--- src/rtl/jiacheng_seq_pkg.sv ---
// rtl/jiacheng_seq_pkg.sv - op and state encodings shared by the jiacheng_seq slice
package jiacheng_pkg;

   typedef enum logic [1:0] {
      OP_ADD = 2'b00,
      OP_SUB = 2'b01,
      OP_MUL = 2'b10,
      OP_MAC = 2'b11
   } op_e;

   typedef enum logic [1:0] {
      ST_IDLE = 2'b00,
      ST_MULT = 2'b01,
      ST_DONE = 2'b10
   } state_e;

endpackage

--- src/rtl/jiacheng_seq_if.sv ---
// rtl/jiacheng_seq_if.sv - start/busy/done request and result bundle for jiacheng_seq
interface jiacheng_seq_if #(
   parameter int W = 6
);
   logic           start;
   logic [W-1:0]   a;
   logic [W-1:0]   b;
   logic [1:0]     sl;
   logic           busy;
   logic           done;
   logic [2*W-1:0] c;
   logic           ovf;

   modport master (output start, a, b, sl, input busy, done, c, ovf);
   modport slave  (input start, a, b, sl, output busy, done, c, ovf);
endinterface

--- src/rtl/jiacheng_seq_shift_mul.sv ---
// rtl/jiacheng_seq_shift_mul.sv - W-iteration shift-add multiplier datapath with its counter
module jiacheng_shift_mul #(
   parameter int W  = 6,
   parameter int CW = $clog2(W) + 1
) (
   input  logic           clk,
   input  logic           rst,
   input  logic           load,
   input  logic [W-1:0]   a,
   input  logic [W-1:0]   b,
   input  logic           step_en,
   output logic [2*W-1:0] product,
   output logic           last
);
   logic [2*W-1:0] r_mcand;
   logic [2*W-1:0] r_prod;
   logic [W-1:0]   r_mplier;
   logic [CW-1:0]  r_cnt;

   // product already includes the current step, so the final value is ready on the last MULT edge
   assign product = r_prod + (r_mplier[0] ? r_mcand : '0);
   assign last    = (r_cnt == CW'(1));

   always_ff @(posedge clk) begin
      if (rst) begin
         r_mcand  <= '0;
         r_prod   <= '0;
         r_mplier <= '0;
         r_cnt    <= '0;
      end else if (load) begin
         r_mcand  <= {{W{1'b0}}, a};
         r_prod   <= '0;
         r_mplier <= b;
         r_cnt    <= CW'(W);
      end else if (step_en) begin
         r_prod   <= product;
         r_mcand  <= r_mcand << 1;
         r_mplier <= r_mplier >> 1;
         r_cnt    <= r_cnt - 1'b1;
      end
   end
endmodule

--- src/rtl/jiacheng_seq.sv ---
// rtl/jiacheng_seq.sv - sequential add/sub/multiply unit behind a start/busy/done handshake
// JIACHENG_SEQ_MAC_EN turns sl=11 into multiply-accumulate; otherwise sl=11 is a plain multiply.
module jiacheng_seq
   import jiacheng_pkg::*;
#(
   parameter  int W  = 6,
   localparam int CW = $clog2(W) + 1
) (
   input  logic          clk,
   input  logic          rst,
   jiacheng_seq_if.slave bus
);
   state_e         r_state;
   state_e         w_next;
   op_e            w_sl;
   logic           w_accept;
   logic           w_load;
   logic           w_step;
   logic           w_last;
   logic [2*W-1:0] w_product;
   logic [W:0]     w_sum;
   logic [W:0]     w_diff;
   logic [2*W-1:0] r_c;
   logic           r_ovf;
   logic           r_done;
   logic           r_busy;
`ifdef JIACHENG_SEQ_MAC_EN
   op_e            r_op;
   logic [2*W-1:0] r_acc;
   logic [2*W:0]   w_mac;

   assign w_mac = {1'b0, r_acc} + {1'b0, w_product};
`endif

   assign w_sl   = op_e'(bus.sl);
   assign w_sum  = {1'b0, bus.a} + {1'b0, bus.b};
   assign w_diff = {1'b0, bus.a} - {1'b0, bus.b};

   jiacheng_shift_mul #(.W(W), .CW(CW)) u_mul (
      .clk     (clk),
      .rst     (rst),
      .load    (w_load),
      .a       (bus.a),
      .b       (bus.b),
      .step_en (w_step),
      .product (w_product),
      .last    (w_last)
   );

   always_ff @(posedge clk) begin
      if (rst) r_state <= ST_IDLE;
      else     r_state <= w_next;
   end

   always_comb begin
      w_next   = r_state;
      w_accept = 1'b0;
      w_load   = 1'b0;
      w_step   = 1'b0;
      case (r_state)
         ST_IDLE: begin
            if (bus.start) begin
               w_accept = 1'b1;
               if (w_sl == OP_MUL || w_sl == OP_MAC) begin
                  w_load = 1'b1;
                  w_next = ST_MULT;
               end else begin
                  w_next = ST_DONE;
               end
            end
         end
         ST_MULT: begin
            w_step = 1'b1;
            if (w_last) w_next = ST_DONE;
         end
         ST_DONE: w_next = ST_IDLE;
         default: w_next = ST_IDLE;
      endcase
   end

   // result and flag are written on the edge entering DONE so they are valid with done
   always_ff @(posedge clk) begin
      if (rst) begin
         r_c    <= '0;
         r_ovf  <= 1'b0;
         r_done <= 1'b0;
         r_busy <= 1'b0;
`ifdef JIACHENG_SEQ_MAC_EN
         r_op   <= OP_ADD;
`endif
      end else begin
         r_done <= (w_next == ST_DONE);
         r_busy <= (w_next != ST_IDLE);
         if (w_accept) begin
`ifdef JIACHENG_SEQ_MAC_EN
            r_op <= w_sl;
`endif
            if (w_sl == OP_ADD) begin
               r_c   <= {{W{1'b0}}, w_sum[W-1:0]};
               r_ovf <= w_sum[W];
            end else if (w_sl == OP_SUB) begin
               r_c   <= {{W{1'b0}}, w_diff[W-1:0]};
               r_ovf <= w_diff[W];
            end
         end
         if (w_step && w_last) begin
`ifdef JIACHENG_SEQ_MAC_EN
            if (r_op == OP_MAC) begin
               r_c   <= w_mac[2*W-1:0];
               r_ovf <= w_mac[2*W];
            end else begin
               r_c   <= w_product;
               r_ovf <= 1'b0;
            end
`else
            r_c   <= w_product;
            r_ovf <= 1'b0;
`endif
         end
      end
   end

`ifdef JIACHENG_SEQ_MAC_EN
   always_ff @(posedge clk) begin
      if (rst)                                      r_acc <= '0;
      else if (w_step && w_last && r_op == OP_MAC) r_acc <= w_mac[2*W-1:0];
   end
`endif

   assign bus.busy = r_busy;
   assign bus.done = r_done;
   assign bus.c    = r_c;
   assign bus.ovf  = r_ovf;
endmodule
--- src/flat_wrapper.sv ---
// flat-port wrapper written by rule: the top's interface ports become plain ports
module jiacheng_seq_flat import jiacheng_pkg::*;
#(
   parameter  int W  = 6,
   localparam int CW = $clog2(W) + 1
)
  (clk, rst, bus_start, bus_a, bus_b, bus_sl, bus_busy, bus_done, bus_c, bus_ovf);
  jiacheng_seq_if #(.W(W)) bus_i ();
  input  logic clk;
  input  logic rst;
  input wire logic [$bits(bus_i.start)-1:0] bus_start;
  input wire logic [$bits(bus_i.a)-1:0] bus_a;
  input wire logic [$bits(bus_i.b)-1:0] bus_b;
  input wire logic [$bits(bus_i.sl)-1:0] bus_sl;
  output wire logic [$bits(bus_i.busy)-1:0] bus_busy;
  output wire logic [$bits(bus_i.done)-1:0] bus_done;
  output wire logic [$bits(bus_i.c)-1:0] bus_c;
  output wire logic [$bits(bus_i.ovf)-1:0] bus_ovf;
  assign bus_i.start = bus_start;
  assign bus_i.a = bus_a;
  assign bus_i.b = bus_b;
  assign bus_i.sl = bus_sl;
  assign bus_busy = bus_i.busy;
  assign bus_done = bus_i.done;
  assign bus_c = bus_i.c;
  assign bus_ovf = bus_i.ovf;
  jiacheng_seq #(.W(W)) u_core (.clk(clk), .rst(rst), .bus(bus_i));
endmodule
--- config.mk ---
export PLATFORM = sky130hd
export DESIGN_NAME = jiacheng_seq_flat
export DESIGN_NICKNAME = d
export VERILOG_FILES = /design/src/rtl/jiacheng_seq_pkg.sv /design/src/rtl/jiacheng_seq_if.sv /design/src/rtl/jiacheng_seq_shift_mul.sv /design/src/rtl/jiacheng_seq.sv /design/src/flat_wrapper.sv
export SDC_FILE = /design/constraint.sdc
export NUM_CORES = 1
export LEC_CHECK = 0
export ABC_CLOCK_PERIOD_IN_PS = 4800
export BUFFER_PORTS_ARGS = -buffer_cell sky130_fd_sc_hd__buf_2
export CORE_UTILIZATION = 35
export CTS_CLUSTER_DIAMETER = 40
export CTS_CLUSTER_SIZE = 40
export DETAILED_ROUTE_END_ITERATION = 6
export SLEW_MARGIN = 20
export SYNTH_ARGS = -nofsm -noshare
export SYNTH_HDL_FRONTEND = slang
export SYNTH_SLANG_ARGS = --single-unit
--- constraint.sdc ---
create_clock -name clk -period 4.8 [get_ports clk]
set_input_delay 1.44 -clock clk [delete_from_list [all_inputs] [get_ports clk]]
set_output_delay 1.44 -clock clk [all_outputs]
set_load 0.005 [all_outputs]
==> impl_results.md <==
- Status: finished clean
- Initial Util: 36.16%
- Gate Count Post-Synth: 360
- Post-Synthesis Cell Area: 2957 µm²
- Async set or reset register ratio after synthesis: 0%
- Core area: 8175 µm²
- Tcrit/Tclk final: 60.43%
- Metal2 WL: 3.140 mm
- Cell area power density: 267.8 nW/µm²
- Vert. Die Dim: 93.91 µm
- Layout cell share with drive strength beyond 1: 13.32%
- DP Worst Slack: 1606 ps
- Via-per-instance ratio: 5.127
- Final Hold Viols: 0
- Syn Area/Cell: 8.213 µm²
- Hold Crit Class: reg -> reg
- Post-CTS Setup Repair Bufs: 0
- H-tree depth: 2
- M1 WL: 3.516 mm
- Row cnt: 33
- Die width: 93.91 µm
- Vias in the first global route: 2299
- Peak supply drop: 112.8 µV
- IO Count: 32
- CTS tree: done
- Post-CTS Hold Buffers: 0
- Max incr delay on CP: 840 ps
- Max-cap violations: 0
- Layout area overhead: 11.00%
- R2R Path End: u_core.u_mul.r_prod[8]
- HPWL Detailed: 5.060 mm
- Post-synth EDFFs: 0
- TritonCTS Sinks: 51
- Max-slew headroom: 44.93%
- CTS Buf Count: 5
- Initial antenna violation count: 0
- Root buffer cell: clkbuf_8
- Crit Path Category: in -> reg
- Hold Path End: u_core.u_mul.r_prod[9]
- Routability cong.: 0.8670
- RSZ-0062 raised after global routing: no
- Worst Setup End Kind: register
- Worst hold start: u_core.u_mul.r_prod[9]
- Worst-Skew Late Latency: 310 ps
- Worst EP arrival: 3060 ps
- GRT Overall Usage: 16.42%
- Cts repair resizes: 0
- Slack of the worst reg-to-reg path: 2210 ps
- Initial DRT Pass Iterations: 7
- Die area: 8819 µm²
- Fmax: 0.3448 GHz
- Yosys reg bits: 51
- Final WL: 6.873 mm
- Final ANT Viol Nets: 0
- Minimum clock period: 2901 ps
- Final #Nets: 427
- Worst Skew: 11.12 ps
- Critical path's slowest cell: nand2b_1
- Leak: 1.381 nW
- Worst setup SP type: input port
- Global-route wire length before repair: 11.25 mm
- Iteration-0 DRC Markers: 129
- Hold Crit Depth: 2
- Crit path required time: 4960 ps
- R2R depth: 9
- Worst r2r src: u_core.u_mul.r_mplier[0]
- CP cell instances: buf_2 > nand3_1 > nand2b_1 > nor2_1
- Predominant post-synthesis flop cell: dfxtp_1
- Final setup violation count: 0
- Final design utilization: 40.14%
- Synthesized net count: 405
- CP max FO: 20
- WL met3: 142 µm
- Ys Warns: 0
- Global route overflow: 0
- Clk buf depth: 2
- Fin Setup TNS: 0 ps
- Largest net degree at the start of global routing: 37
- Remaining DRCs: 0
- CTS clk-pin slew, worst paths: 80 ps
- Buffers plus inverters on the worst setup path: 1
- Seq/Total Area, Yosys: 34.53%
- Crit-path leading delay family: simple AND/OR/NAND/NOR gates
- Unique masters post-synth: 51
- Max-slew violation count: 0
- DR WL/cell: 14.08 µm
- Setup ws final: 1899 ps
- # port buffers: 31
- Total number of vias: 2502
- Highest Signal Layer: met4
- Diodes inserted: 0
- Least-Margin Pin Slew: 819.7 ps
[how the worst max path moves through the flow]
stage | depth (start not counted) | slack [ps] | start | end
floorplan | 8 | 1960 | bus_a[0] | u_core.bus.c[4]
global placement | 4 | 1610 | bus_sl[1] | u_core.u_mul.r_cnt[0]
detailed placement | 4 | 1610 | bus_sl[1] | u_core.u_mul.r_mcand[11]
CTS | 4 | 1940 | bus_sl[1] | u_core.u_mul.r_cnt[0]
global route | 4 | 1750 | bus_sl[1] | u_core.u_mul.r_cnt[0]
finish | 4 | 1900 | bus_sl[1] | u_core.u_mul.r_cnt[0]
[metrics by stage]
| step | cells | instance area (µm²) | hold slack (ps) | power, mW |
|---|---|---|---|---|
| 2_1_floorplan | 360 | 2957 | 436.0 | 0.5658 |
| 3_3_place_gp | 480 | 3178 | 436.0 | 0.6112 |
| 3_5_place_dp | 480 | 3178 | 447.9 | 0.6128 |
| 4_1_cts | 488 | 3282 | 462.3 | 0.8891 |
| 5_1_grt | 488 | 3282 | 485.1 | 0.9275 |
| 6_report | 488 | 3282 | 460.3 | 0.8790 |
[state kept, by name, indices dropped and copies added (netlist names)]
signal / count
u_core.bus.busy: 1
u_core.bus.c: 12
u_core.bus.done: 1
u_core.bus.ovf: 1
u_core.r_state: 2
u_core.u_mul.r_cnt: 4
u_core.u_mul.r_mcand: 12
u_core.u_mul.r_mplier: 6
u_core.u_mul.r_prod: 12
[Yosys cell counts (all sizes together) (4+ instances only)]
master / number / area share [%]
a22oi: 4 / 1.0
clkbuf: 9 / 1.1
buf: 10 / 1.9
a311oi: 6 / 1.8
nor2: 32 / 4.1
o21ai: 9 / 1.5
a22o: 5 / 1.5
xor2: 8 / 2.4
inv: 12 / 1.5
xnor2: 10 / 3.0
a21o: 8 / 2.0
nand2: 61 / 7.7
nand3: 8 / 1.4
ha: 25 / 11
a21oi: 38 / 6.4
nor2b: 4 / 0.85
and2: 12 / 2.5
dfxtp: 51 / 35
nor3: 5 / 0.85
[area by class of cell]
type                            instances  area [µm²]
Clock buffer                            7       96.34
Sequential cell                        51        1021
Clock inverter                          1       7.507
Tap cell                              105       131.4
Timing Repair Buffer                   34       177.7
Fill cell                             851        4893
Multi-Input combinational cell        278        1803
Inverter                               12       45.04
[per-layer routing]
layer / vias to the layer above / track usage (%)
li1: 1292 / -
met1: 1172 / 23.27
met2: 32 / 25.91
met3: 6 / 2.184
met4: 0 / 4.487
met5: - / 0
[where the power goes]
group / leakage, nW / internal (mW) / switching, mW
clock network: 0.0505 / 0.131 / 0.144
registers: 0.415 / 0.442 / 0.0141
logic: 0.916 / 0.0571 / 0.0906
[layout by cell type (no fill, tap or decap), drive strengths merged, types with 2 or more instances in the layout]
cell,n
o2111ai,2
xor2,8
nand2,61
fa,3
a22oi,4
buf,34
and2,12
nor2b,4
o211ai,3
a32o,2
ha,25
a21oi,38
clkbuf,7
nor3,5
a311oi,6
a221oi,2
and3,3
inv,12
nand3,8
nand2b,2
nor2,32
a31oi,3
a21o,8
a211oi,3
o21bai,3
mux2i,3
a22o,5
dfxtp,51
xnor2,10
o21ai,9
or2,2
[tightest hold or removal path, cell delays in order, from the launching register on]
cell and delay (ps):
dfxtp_1 320, nand2_1 50, a21oi_1 50
[cells by family after synthesis]
| group | Yosys count | synth area share, % |
|---|---|---|
| AND/OR/NAND/NOR | 134 | 20.61 |
| AO/OA/AOI/OAI | 95 | 21.33 |
| flip-flops | 51 | 34.53 |
| buffers and inverters | 31 | 4.570 |
| adder cells (fa/ha/maj) | 28 | 12.61 |
| XOR/XNOR | 18 | 5.332 |
| multiplexers | 3 | 1.016 |
Note: power is estimated with default switching activity, not from simulation.
